$ cat src/rtl/encoder_scan_sched.sv
// Shared sampling scheduler for the rotary-encoder peripheral.
// One programmable period counter (period = (cmp << 6) + 1 clocks) triggers
// a round-robin scan that issues one-cycle sample enables, one channel per
// cycle, to up to CHANNELS encoder decoders.
module encoder_scan_sched #(
    parameter int WIDTH    = 16,  // period counter width, >= 14
    parameter int CHANNELS = 4    // scanned channels, 1..64
) (
    input  logic                clk,
    input  logic                reset,
    input  logic [7:0]          cmp_in,
    input  logic                cmp_load,
    input  logic [CHANNELS-1:0] chan_en,
    output logic [CHANNELS-1:0] sample_en,
    output logic                scan_active,
    output logic                frame_done,
    output logic [7:0]          cmp_active
);

    localparam int IDX_W = (CHANNELS > 1) ? $clog2(CHANNELS) : 1;
    localparam logic [IDX_W-1:0]    LAST_IDX = IDX_W'(CHANNELS - 1);
    localparam logic [CHANNELS-1:0] ONE_HOT0 = CHANNELS'(1);

    typedef enum logic [1:0] {
        IDLE = 2'd0,
        WAIT = 2'd1,
        SCAN = 2'd2
    } state_t;

    state_t              state_q,       state_d;
    logic [WIDTH-1:0]    count_q,       count_d;
    logic [7:0]          cmp_active_q,  cmp_active_d;
    logic [7:0]          pend_q,        pend_d;
    logic                pend_valid_q,  pend_valid_d;
    logic [IDX_W-1:0]    idx_q,         idx_d;
    logic [CHANNELS-1:0] mask_q,        mask_d;
    logic [CHANNELS-1:0] sample_en_q,   sample_en_d;
    logic                scan_active_q, scan_active_d;
    logic                frame_done_q,  frame_done_d;

    logic [WIDTH-1:0] limit;
    logic             tick;
    logic [IDX_W-1:0] idx_next;

    // Limit is cmp_active shifted up by six; the tick fires when count reaches it.
    assign limit    = {{(WIDTH-8){1'b0}}, cmp_active_q} << 6;
    assign tick     = (state_q == WAIT) && (count_q >= limit);
    assign idx_next = idx_q + 1'b1;

    // Next-state, counter, compare bookkeeping and next registered strobes.
    always_comb begin
        // NOTE: every signal gets a default before the case so no path leaves
        // one unassigned, which is what would otherwise infer a latch.
        state_d       = state_q;
        count_d       = count_q;
        cmp_active_d  = cmp_active_q;
        pend_d        = pend_q;
        pend_valid_d  = pend_valid_q;
        idx_d         = idx_q;
        mask_d        = mask_q;
        sample_en_d   = '0;
        scan_active_d = 1'b0;
        frame_done_d  = 1'b0;

        case (state_q)
            IDLE: begin
                count_d = '0;
                if (cmp_load && (cmp_in != 8'd0)) begin
                    cmp_active_d = cmp_in;
                    pend_valid_d = 1'b0;
                    state_d      = WAIT;
                end
            end

            WAIT: begin
                if (tick) begin
                    count_d       = '0;
                    mask_d        = chan_en;
                    idx_d         = '0;
                    state_d       = SCAN;
                    sample_en_d   = chan_en & ONE_HOT0;
                    scan_active_d = 1'b1;
                    frame_done_d  = (CHANNELS == 1);
                    // A load on the tick cycle beats any older pending value.
                    if (cmp_load) begin
                        cmp_active_d = cmp_in;
                    end else if (pend_valid_q) begin
                        cmp_active_d = pend_q;
                    end
                    pend_valid_d = 1'b0;
                end else begin
                    count_d = count_q + 1'b1;
                    if (cmp_load) begin
                        pend_d       = cmp_in;
                        pend_valid_d = 1'b1;
                    end
                end
            end

            SCAN: begin
                // The counter keeps running so tick spacing stays limit+1.
                count_d = count_q + 1'b1;
                if (cmp_load) begin
                    pend_d       = cmp_in;
                    pend_valid_d = 1'b1;
                end
                if (idx_q == LAST_IDX) begin
                    if (cmp_active_q == 8'd0) begin
                        state_d = IDLE;
                        count_d = '0;
                    end else begin
                        state_d = WAIT;
                    end
                end else begin
                    idx_d         = idx_next;
                    sample_en_d   = (ONE_HOT0 << idx_next) & mask_q;
                    scan_active_d = 1'b1;
                    frame_done_d  = (idx_next == LAST_IDX);
                end
            end

            default: begin
                state_d = IDLE;
                count_d = '0;
            end
        endcase
    end

    // State and output registers with synchronous active-high reset.
    always_ff @(posedge clk) begin
        // NOTE: sequential state uses non-blocking assignments so every flop
        // samples the pre-edge values regardless of statement order.
        if (reset) begin
            state_q       <= IDLE;
            count_q       <= '0;
            cmp_active_q  <= '0;
            pend_q        <= '0;
            pend_valid_q  <= 1'b0;
            idx_q         <= '0;
            mask_q        <= '0;
            sample_en_q   <= '0;
            scan_active_q <= 1'b0;
            frame_done_q  <= 1'b0;
        end else begin
            state_q       <= state_d;
            count_q       <= count_d;
            cmp_active_q  <= cmp_active_d;
            pend_q        <= pend_d;
            pend_valid_q  <= pend_valid_d;
            idx_q         <= idx_d;
            mask_q        <= mask_d;
            sample_en_q   <= sample_en_d;
            scan_active_q <= scan_active_d;
            frame_done_q  <= frame_done_d;
        end
    end

    assign sample_en   = sample_en_q;
    assign scan_active = scan_active_q;
    assign frame_done  = frame_done_q;
    assign cmp_active  = cmp_active_q;

endmodule

$ cat config.mk
export PLATFORM = sky130hd
export DESIGN_NAME = encoder_scan_sched
export DESIGN_NICKNAME = d
export VERILOG_FILES = /design/src/rtl/encoder_scan_sched.sv
export SDC_FILE = /design/constraint.sdc
export NUM_CORES = 1
export LEC_CHECK = 0
export ABC_AREA = 1
export CAP_MARGIN = 15
export CORE_MARGIN = 2
export CORE_UTILIZATION = 50
export DETAILED_ROUTE_END_ITERATION = 6
export MAX_ROUTING_LAYER = met4
export PLACE_DENSITY = 0.73
export SKIP_CTS_REPAIR_TIMING = 1
export SLEW_MARGIN = 10
export SYNTH_ARGS = -nofsm -noshare
export SYNTH_HDL_FRONTEND = slang
export SYNTH_SLANG_ARGS = --single-unit
$ cat constraint.sdc
create_clock -name clk -period 3.1 [get_ports clk]
set_input_delay 0.31 -clock clk [delete_from_list [all_inputs] [get_ports clk]]
set_output_delay 0.31 -clock clk [all_outputs]
set_load 0.03 [all_outputs]
Word level (Yosys, flattened, before mapping). Index checks and enable logic that the tools add are counted.

Register bits: 47. Word-level logic and storage cells: 71.

Shift operators: 1. Reduce and logical (&&, ||, !) cells: 15. Add/sub/neg operators: 2. Bitwise operators: 2. Order comparisons: 1. Mux-type cells: 30. Equal/unequal tests: 10.

Operators with widths (count): $mux W16 (3); $mux W8 (6); $pmux W16 S2 (1); $pmux W8 S2 (2); $add A16 B1 Y16 const B (1); $ge A16 B14 Y1 (1); $mux W2 (5); $ne A2 B2 Y1 const B (5); $logic_not A8 Y1 (1); $pmux W4 S2 (1); $reduce_bool A8 Y1 (1); $mux W1 (7); $eq A2 B2 Y1 const B (3); $pmux W2 S3 (1); $reduce_and A2 Y1 (3); $reduce_and A3 Y1 (2); $and A4 B4 Y4 (1); $mux W4 (1); $pmux W2 S2 (1); $reduce_and A4 Y1 (1); $reduce_bool A2 Y1 (2); $shl A1 B2 Y4 const A (1); $ne A3 B3 Y1 const B (1); $pmux W1 S3 (1); other kinds (8) (9).

Logic depth before layout (Yosys ltp). Gate-level depths: netlist (run 1).

Depth after elaboration: 5. Depth in mapped cells: 13. Gate-level depth less buffers: 12.

Worst setup path before layout (run 1). OpenSTA, ideal clock, no wires.

Path type: flip-flop to flip-flop. From: reg cmp_active_q[5] (netlist: cmp_active[5]). To: reg count_q[4]. Period minus slack after synthesis: 1.921 ns. Data arrival time: 1.859 ns. Stages on the path, launching flop included: 14. Path buffers: 2. Setup slack: 1.179 ns. Data required time: 3.038 ns. Cell sequence: dfxtp_1 > inv_1 > ha_1 > nand2_1 > inv_1 > nand2_1 > nand2_1 > a21oi_2 > nand3_2 > buf_6 > nand3_4 > nand2_4 > buf_12 > nor2_2.

Cells in the longest elaborated chain, start to end: 4. Elaborated cells between the ends (all ways): 7. Those cells by class: order compare: 1; mux: 4; reduce/logical: 2.

RTL lines: start, declared (RTL line 32) `logic [7:0] cmp_active_q, cmp_active_d;`; start signal, assigned (RTL line 147) `cmp_active_q <= cmp_active_d;`; $ge A16 B14 Y1 or $logic_not A8 Y1 (tied branches) (RTL line 47, 108); $logic_and A1 B1 Y1 or $mux W16 (tied branches) (RTL line 47, 108); $mux W16 (on tied branches) (RTL line 76, 107); $pmux W16 S2 * (RTL line 65) `case (state_q)`; end signal, assigned (RTL line 146) `count_q <= count_d;`; end, declared (RTL line 31) `logic [WIDTH-1:0] count_q, count_d;`.

Mark *: on every way between the ends. The rest lies on a longest branch, timed or not. A chain may end at the register's enable or synchronous reset.

Final worst setup path (run 1).
From: reg cmp_active_q[7] (netlist: cmp_active[7]). To: reg pend_q[5].

Cells in the longest elaborated chain, start to end: 4.

RTL lines: $ge A16 B14 Y1 (RTL line 47) `assign tick = (state_q == WAIT) && (count_q >= limit);`; $logic_and A1 B1 Y1 (RTL line 47); $ne A2 B2 Y1 (no line); $reduce_and A2 Y1 (no line); end signal, assigned (RTL line 148) `pend_q <= pend_d;`; end, declared (RTL line 33) `logic [7:0] pend_q, pend_d;`.

No other way between the ends.

==> results of run 1 <==
==> state kept, by name, indices dropped and copies added (netlist names) <==
name and flops:
cmp_active 8, count_q 16, frame_done 1, idx_q 2
mask_q 3, pend_q 8, pend_valid_q 1, sample_en 4
scan_active 1, state_q 2
==> worst max path at each step <==
stage                          endpoint  slack, ns  cells past startpoint
after detailed placement  cmp_active[5]       0.98                      6
after global placement    cmp_active[3]       1.04                      6
after floorplan              count_q[4]       1.18                     13
after CTS                     pend_q[5]       0.96                     10
final                         pend_q[5]       1.00                     10
after global routing      cmp_active[4]       0.79                     10
==> power by group through the flow <==
stage	Clock (mW)	Sequential [mW]	Combinational, mW
finish	0.553	0.766	0.971
global route	0.593	0.781	1.12
CTS	0.565	0.768	0.978
detailed placement	0	0.781	0.971
global placement	0	0.780	0.952
floorplan	0	0.839	0.720
==> per-stage QoR <==
step / total power, mW / cells
after global placement: 1.732 / 456
after global routing: 2.489 / 464
after CTS: 2.311 / 464
after detailed placement: 1.752 / 456
after floorplan: 1.559 / 366
final: 2.290 / 464
==> metal layers <==
metal  global-route usage (%)  share of wire (%)
met4                    6.000                1.6
met1                    22.98                 48
met3                    5.095                3.4
met5                        -                  0
met2                    32.23                 47
==> cell usage in the layout (no fill, tap or decap), drive strengths merged, types with 8 or more instances in the layout <==
cell,count
clkdlybuf4s50,28
xor2,8
inv,44
nand3,23
a21oi,12
dfxtp,46
nand2,89
o21ai,16
ha,19
nor2,75
==> worst register-to-register path, cell delays in order (launching register included) <==
cell and delay (ns):
sky130_fd_sc_hd__dfxtp_1 0.35, sky130_fd_sc_hd__inv_1 0.08, sky130_fd_sc_hd__ha_1 0.32, sky130_fd_sc_hd__a21oi_1 0.16
sky130_fd_sc_hd__nand2_1 0.09, sky130_fd_sc_hd__a21oi_2 0.16, sky130_fd_sc_hd__nand3_2 0.28, sky130_fd_sc_hd__nand2_2 0.35
sky130_fd_sc_hd__nand2_1 0.10, sky130_fd_sc_hd__nand2_1 0.07, sky130_fd_sc_hd__nor2_1 0.04
==> kinds of logic after synthesis <==
kind of cell / Yosys count / synth area share, %
flip-flops: 46 / 35.45
buffers and inverters: 53 / 8.959
multiplexers: 6 / 2.312
XOR/XNOR: 11 / 3.709
adder cells (fa/ha/maj): 19 / 9.152
AND/OR/NAND/NOR: 203 / 34.87
AO/OA/AOI/OAI: 28 / 5.540
==> area by class of cell <==
| cell class | instances | area [um^2] | area share (%) |
|---|---|---|---|
| clock inverter | 2 | 60.06 | 1.970 |
| sequential | 46 | 920.9 | 30.21 |
| tap | 70 | 87.58 | 2.874 |
| inverter | 44 | 165.2 | 5.419 |
| clock buffer | 6 | 82.58 | 2.709 |
| multi-input combinational | 267 | 1444 | 47.37 |
| timing repair buffer | 29 | 287.8 | 9.442 |
==> parameters.txt, run 1 <==
Parameter                              Value

Pwr
  Net switching fraction of the power    between 30% and 40%
  Clock share of power    about a quarter
  Reported net switching power    0.9068 mW
  Design internal power    approximately 1.4 mW
  Leak Pwr    1.352 nW
  Largest vdd supply drop    488.5 uV
  Power density normalized to cell area    between 700 and 800 nW/um^2
  Share of power burned in combinational logic    42.4%
  Sequential group share of total power    33.5%

Routing
  Overall via count from detail_route    2256
  DRC errors left    0
  Final wirelength    ~5.2 mm
  Avg WL per Cell    11.17 um
  Starting DRC count in detailed routing    93
  DR pass1 iterations    4
  Vias per cell    between 4 and 5
  Routed Antenna Nets    0

Layout
  Final Util    60.06%
  Total non-filler cell area in the finished layout    3048 um^2
  Number of inserted diodes    0
  # fillers    501
  Fraction of layout cells with a size suffix above 1    7.614%
  Area added between synthesis and finish    17.34%
  Nets    between 400 and 500

Yosys
  Sequential area share after synthesis    between 30 and 40%
  Top cells by instance count after synthesis    sky130_fd_sc_hd__nand2_1 (86), sky130_fd_sc_hd__nor2_1 (64), sky130_fd_sc_hd__dfxtp_1 (46), sky130_fd_sc_hd__inv_1 (43), sky130_fd_sc_hd__nand3_1 (20)
  Avg Synthesized Cell Area    between 7 and 8 um^2
  Share of Yosys cell area claimed by the top area cell type    35.45%
  Total nets after synthesis    400
  Top cells by area, synth    sky130_fd_sc_hd__dfxtp_1 (35%), sky130_fd_sc_hd__nand2_1 (12%), sky130_fd_sc_hd__nor2_1 (9.2%)
  Most area-hungry cell type in the Yosys netlist    sky130_fd_sc_hd__dfxtp_1
  Number of enable flip-flop cells after synthesis    0
  Library cell with the highest instance count after synthesis    sky130_fd_sc_hd__nand2_1
  Count of state elements after synthesis    46
  Combined area of all synthesized cells    2597 um^2
  Share of flip-flops with an asynchronous set or reset    0%
  Count of mapped cells out of synthesis    366
  Synth unique cells    29
  Warnings from Yosys    0
  Most used flip-flop cell after synthesis    sky130_fd_sc_hd__dfxtp_1

Floorplan
  Y dimension of the die    roughly 76 um
  Starting density of the core    51.18%
  Top-Level Pins    29
  Row cnt    26
  Die area    5787 um^2
  Die Wd    76.08 um
  Placeable core region    5075 um^2

Timing
  Hold Vio Cnt, Final    0
  Achievable Freq    476.3 MHz
  Final sum of negative setup slack    0 ns
  Hold slack final    0.4511 ns
  Shortest period the worst path allows    2.100 ns
  Worst slew margin    64.33%
  Setup Skew    0.008800 ns
  RSZ-0062 raised after global routing    no
  Final critical-path share of the clock period    67.73%
  Setup slack of the critical path after layout    1.001 ns
  Tightest Pin Transition    approximately 0.53 ns
  Endpoints failing setup    0
  Fin. max-slew vios    0

CTS
  Clock tree from TritonCTS    done
  Clock edge transition at the registers on the reported setup and hold paths    about 0.09 ns
  Clk root buf    sky130_fd_sc_hd__clkbuf_8
  Clock Latency Late Sink    0.31 ns
  Clock Path Buffers    2
  H-tree depth    2
  TritonCTS Sinks    46
  Number of CTS-inserted buffers    5

GRT
  Wire length of the first global-routing pass    roughly 9 mm
  Via count of the first global-routing pass    2087
  Total congestion overflow    0
  Pin count of the biggest net entering global routing    26
  Total global routing track utilization    about a fifth
  Antenna violations before repair    0

Worst hold path
  Worst Hold Class    flip-flop to flip-flop
  Terminating pin of the worst hold path    sample_en[3]
  Min-Delay Startpoint    mask_q[3]
  Number of cells on the worst hold path    2

Setup path
  Destination of the worst register-to-register timing path    pend_q[5]
  Critical path cell sequence    inv_1 -> ha_1 -> a21oi_1 -> nand2_1 -> a21oi_2 -> nand3_2 -> nand2_2 -> nand2_1 -> nand2_1 -> nor2_1
  Type of origin of the critical path    flip-flop
  Slowest library cell on the worst path    sky130_fd_sc_hd__dfxtp_1
  FF-to-FF path depth    10
  Data required, critical path    3.32 ns
  Critical Path End Type    flip-flop
  WP data arrival    2.32 ns
  Critical path peak fanout    16
  Sum of buffers and inverters on the critical path    1
  Cell repeated most along the worst path    sky130_fd_sc_hd__nand2_1
  Setup slack, reg-to-reg    1.00 ns
  CP top delay family    simple AND/OR/NAND/NOR gates
  R2R Path Start    cmp_active[7]
  Worst setup path startpoint    cmp_active[7]
  Classification of the worst setup path    flip-flop to flip-flop
  Delay of the slowest cell on the worst path    around 0.35 ns

Placement
  Pre-CTS setup slack    0.9758 ns
  Placer Congestion    0.9020
  Buffers on Ports    28
  Total placed instance area    2905 um^2
  Post-detail-place hpwl    3.849 mm

Job
  Max_cap viols    0

Run status
  Run status    finished, final reports clean
Power figures use the tool's default switching activity.
==> inputs of run 2 (changes only) <==
==> constraint.sdc (replaced) <==
create_clock -name clk -period 2.1 [get_ports clk]
set_input_delay 0.21 -clock clk [delete_from_list [all_inputs] [get_ports clk]]
set_output_delay 0.21 -clock clk [all_outputs]
set_load 0.03 [all_outputs]
==> run 2 against run 1 <==
Against the previous run:
- cell count grew 1.3%
- sequential power grew 48%
- non-clock buffer count grew 6
- setup slack lost 0.77 ns
- critical path depth is the same
- total power grew 37%
- combinational power grew 50%
- global-route usage is essentially flat
- sequential share of layout area is essentially flat
==> parameters.txt, run 2 (synthesized netlist as in run 1, its figures left out) <==
Parameter                              Value

Run status
  Run status    finished, final reports clean

Floorplan
  Placeable core region    5075 um^2
  Starting density of the core    51.18%
  Die Wd    76.08 um
  Row cnt    26
  Y dimension of the die    76.08 um
  Top-Level Pins    29
  Die area    5787 um^2

Layout
  Nets    433
  Number of inserted diodes    0
  Most frequent cells in the layout    sky130_fd_sc_hd__nand2_1 (86), sky130_fd_sc_hd__nor2_1 (64), sky130_fd_sc_hd__dfxtp_1 (46)
  Register with the most flip-flops    count_q
  Most common cell after layout, fill and taps aside    sky130_fd_sc_hd__nand2_1
  Post-route non-filler standard cell count    470
  Fraction of layout cells with a size suffix above 1    9.000%
  Total non-filler cell area in the finished layout    3045 um^2
  Final Util    60.01%
  Area added between synthesis and finish    17.24%
  Number of flip-flops under the largest register name    16

Routing
  Avg WL per Cell    approximately 11 um
  Final wirelength    approximately 5.1 mm
  Routed Antenna Nets    0
  Vias per cell    4.740
  DR pass1 iterations    4
  DRC errors left    0
  Starting DRC count in detailed routing    136
  Overall via count from detail_route    2228

Setup path
  Data required, critical path    between 2 and 2.5 ns
  Type of origin of the critical path    flip-flop
  Classification of the worst setup path    flip-flop to flip-flop
  Critical path peak fanout    16
  Critical Path End Type    flip-flop
  WP data arrival    2.07 ns

Placement
  Buffers on Ports    28
  Post-Place Cells    between 400 and 500
  Pre-CTS setup slack    approximately 0.21 ns
  Placer Congestion    0.8656
  Total placed instance area    2950 um^2
  Post-detail-place hpwl    around 3.9 mm

Pwr
  Clock share of power    17.7%
  Net switching fraction of the power    41.93%
  Reported net switching power    1.319 mW
  Post-layout total power    3.146 mW
  Power density normalized to cell area    ~1000 nW/um^2
  Share of power burned in combinational logic    46.3%
  Sequential group share of total power    36.0%
  Leak Pwr    approximately 1.4 nW
  Largest vdd supply drop    729.6 uV
  Design internal power    1.827 mW

CTS
  Clock tree from TritonCTS    done
  Clock Path Buffers    2
  Number of CTS-inserted buffers    5
  Clock edge transition at the registers on the reported setup and hold paths    0.08 ns
  Clock Latency Late Sink    0.29 ns
  H-tree depth    2
  Clk root buf    sky130_fd_sc_hd__clkbuf_8
  TritonCTS Sinks    46

GRT
  Via count of the first global-routing pass    2051
  Wire length of the first global-routing pass    9.052 mm
  Pin count of the biggest net entering global routing    25
  Antenna violations before repair    0
  Total congestion overflow    0
  Total global routing track utilization    19.37%

Timing
  Final critical-path share of the clock period    88.93%
  Shortest period the worst path allows    1.868 ns
  Worst slew margin    67.80%
  Endpoints failing setup    0
  Final sum of negative setup slack    0 ns
  Achievable Freq    535.5 MHz
  Hold Vio Cnt, Final    0
  Hold slack final    0.4417 ns
  Setup Skew    0.002792 ns
  Tightest Pin Transition    0.4780 ns
  RSZ-0062 raised after global routing    yes
  Fin. max-slew vios    0
  Setup slack of the critical path after layout    approximately 0.23 ns

Job
  Max_cap viols    0

Worst hold path
  Worst Hold Class    flip-flop to flip-flop
==> run 2: cell types whose count changed in the layout (fill, tap and decap cells not counted) <==
cell,change
sky130_fd_sc_hd__bufinv_16,-2
sky130_fd_sc_hd__clkinvlp_4,+1
sky130_fd_sc_hd__clkinv_2,+1
sky130_fd_sc_hd__buf_4,+6
==> run 2: critical path: stages, from the launching register on <==
cell                      delay [ns]
sky130_fd_sc_hd__dfxtp_1        0.35
sky130_fd_sc_hd__inv_1          0.07
sky130_fd_sc_hd__ha_1           0.31
sky130_fd_sc_hd__a21oi_1        0.17
sky130_fd_sc_hd__nand2_1        0.08
sky130_fd_sc_hd__a21oi_2        0.17
sky130_fd_sc_hd__nand3_2        0.16
sky130_fd_sc_hd__nand2_2        0.26
sky130_fd_sc_hd__nand2_1        0.09
sky130_fd_sc_hd__nand2_1        0.07
sky130_fd_sc_hd__nor2_1         0.04
==> run 2: final timing paths <==
check | from | endpoint | slack [ns] | depth (start not counted)
setup / recovery | cmp_active[5] | pend_q[5] | 0.23 | 10
setup reg to reg | cmp_active[5] | pend_q[5] | 0.23 | 10
hold reg to reg | mask_q[3] | sample_en[3] | 0.44 | 2
hold / removal | mask_q[3] | sample_en[3] | 0.44 | 2
==> run 2: power groups by stage <==
stage / combinational (mW) / sequential, mW / clock, mW
6_report: 1.46 / 1.13 / 0.558
5_1_grt: 1.68 / 1.16 / 0.618
4_1_cts: 1.47 / 1.13 / 0.580
3_5_place_dp: 1.46 / 1.15 / 0
3_3_place_gp: 1.45 / 1.15 / 0
2_1_floorplan: 1.06 / 1.24 / 0
==> run 2: layout make-up <==
type / instances / area, um^2
clock buffer: 6 / 82.58
inverter: 44 / 165.2
tap: 70 / 87.58
multi-input combinational: 267 / 1444
fill: 518 / 2029
timing repair buffer: 35 / 332.8
clock inverter: 2 / 12.51
sequential: 46 / 920.9
==> run 2: routing by layer <==
metal,track usage (%),share of wire (%),wire length (um)
met4,4.909,1.0,53
met5,-,0,0
met2,31.34,47,2405
met3,4.028,4.8,243
met1,24.94,47,2393
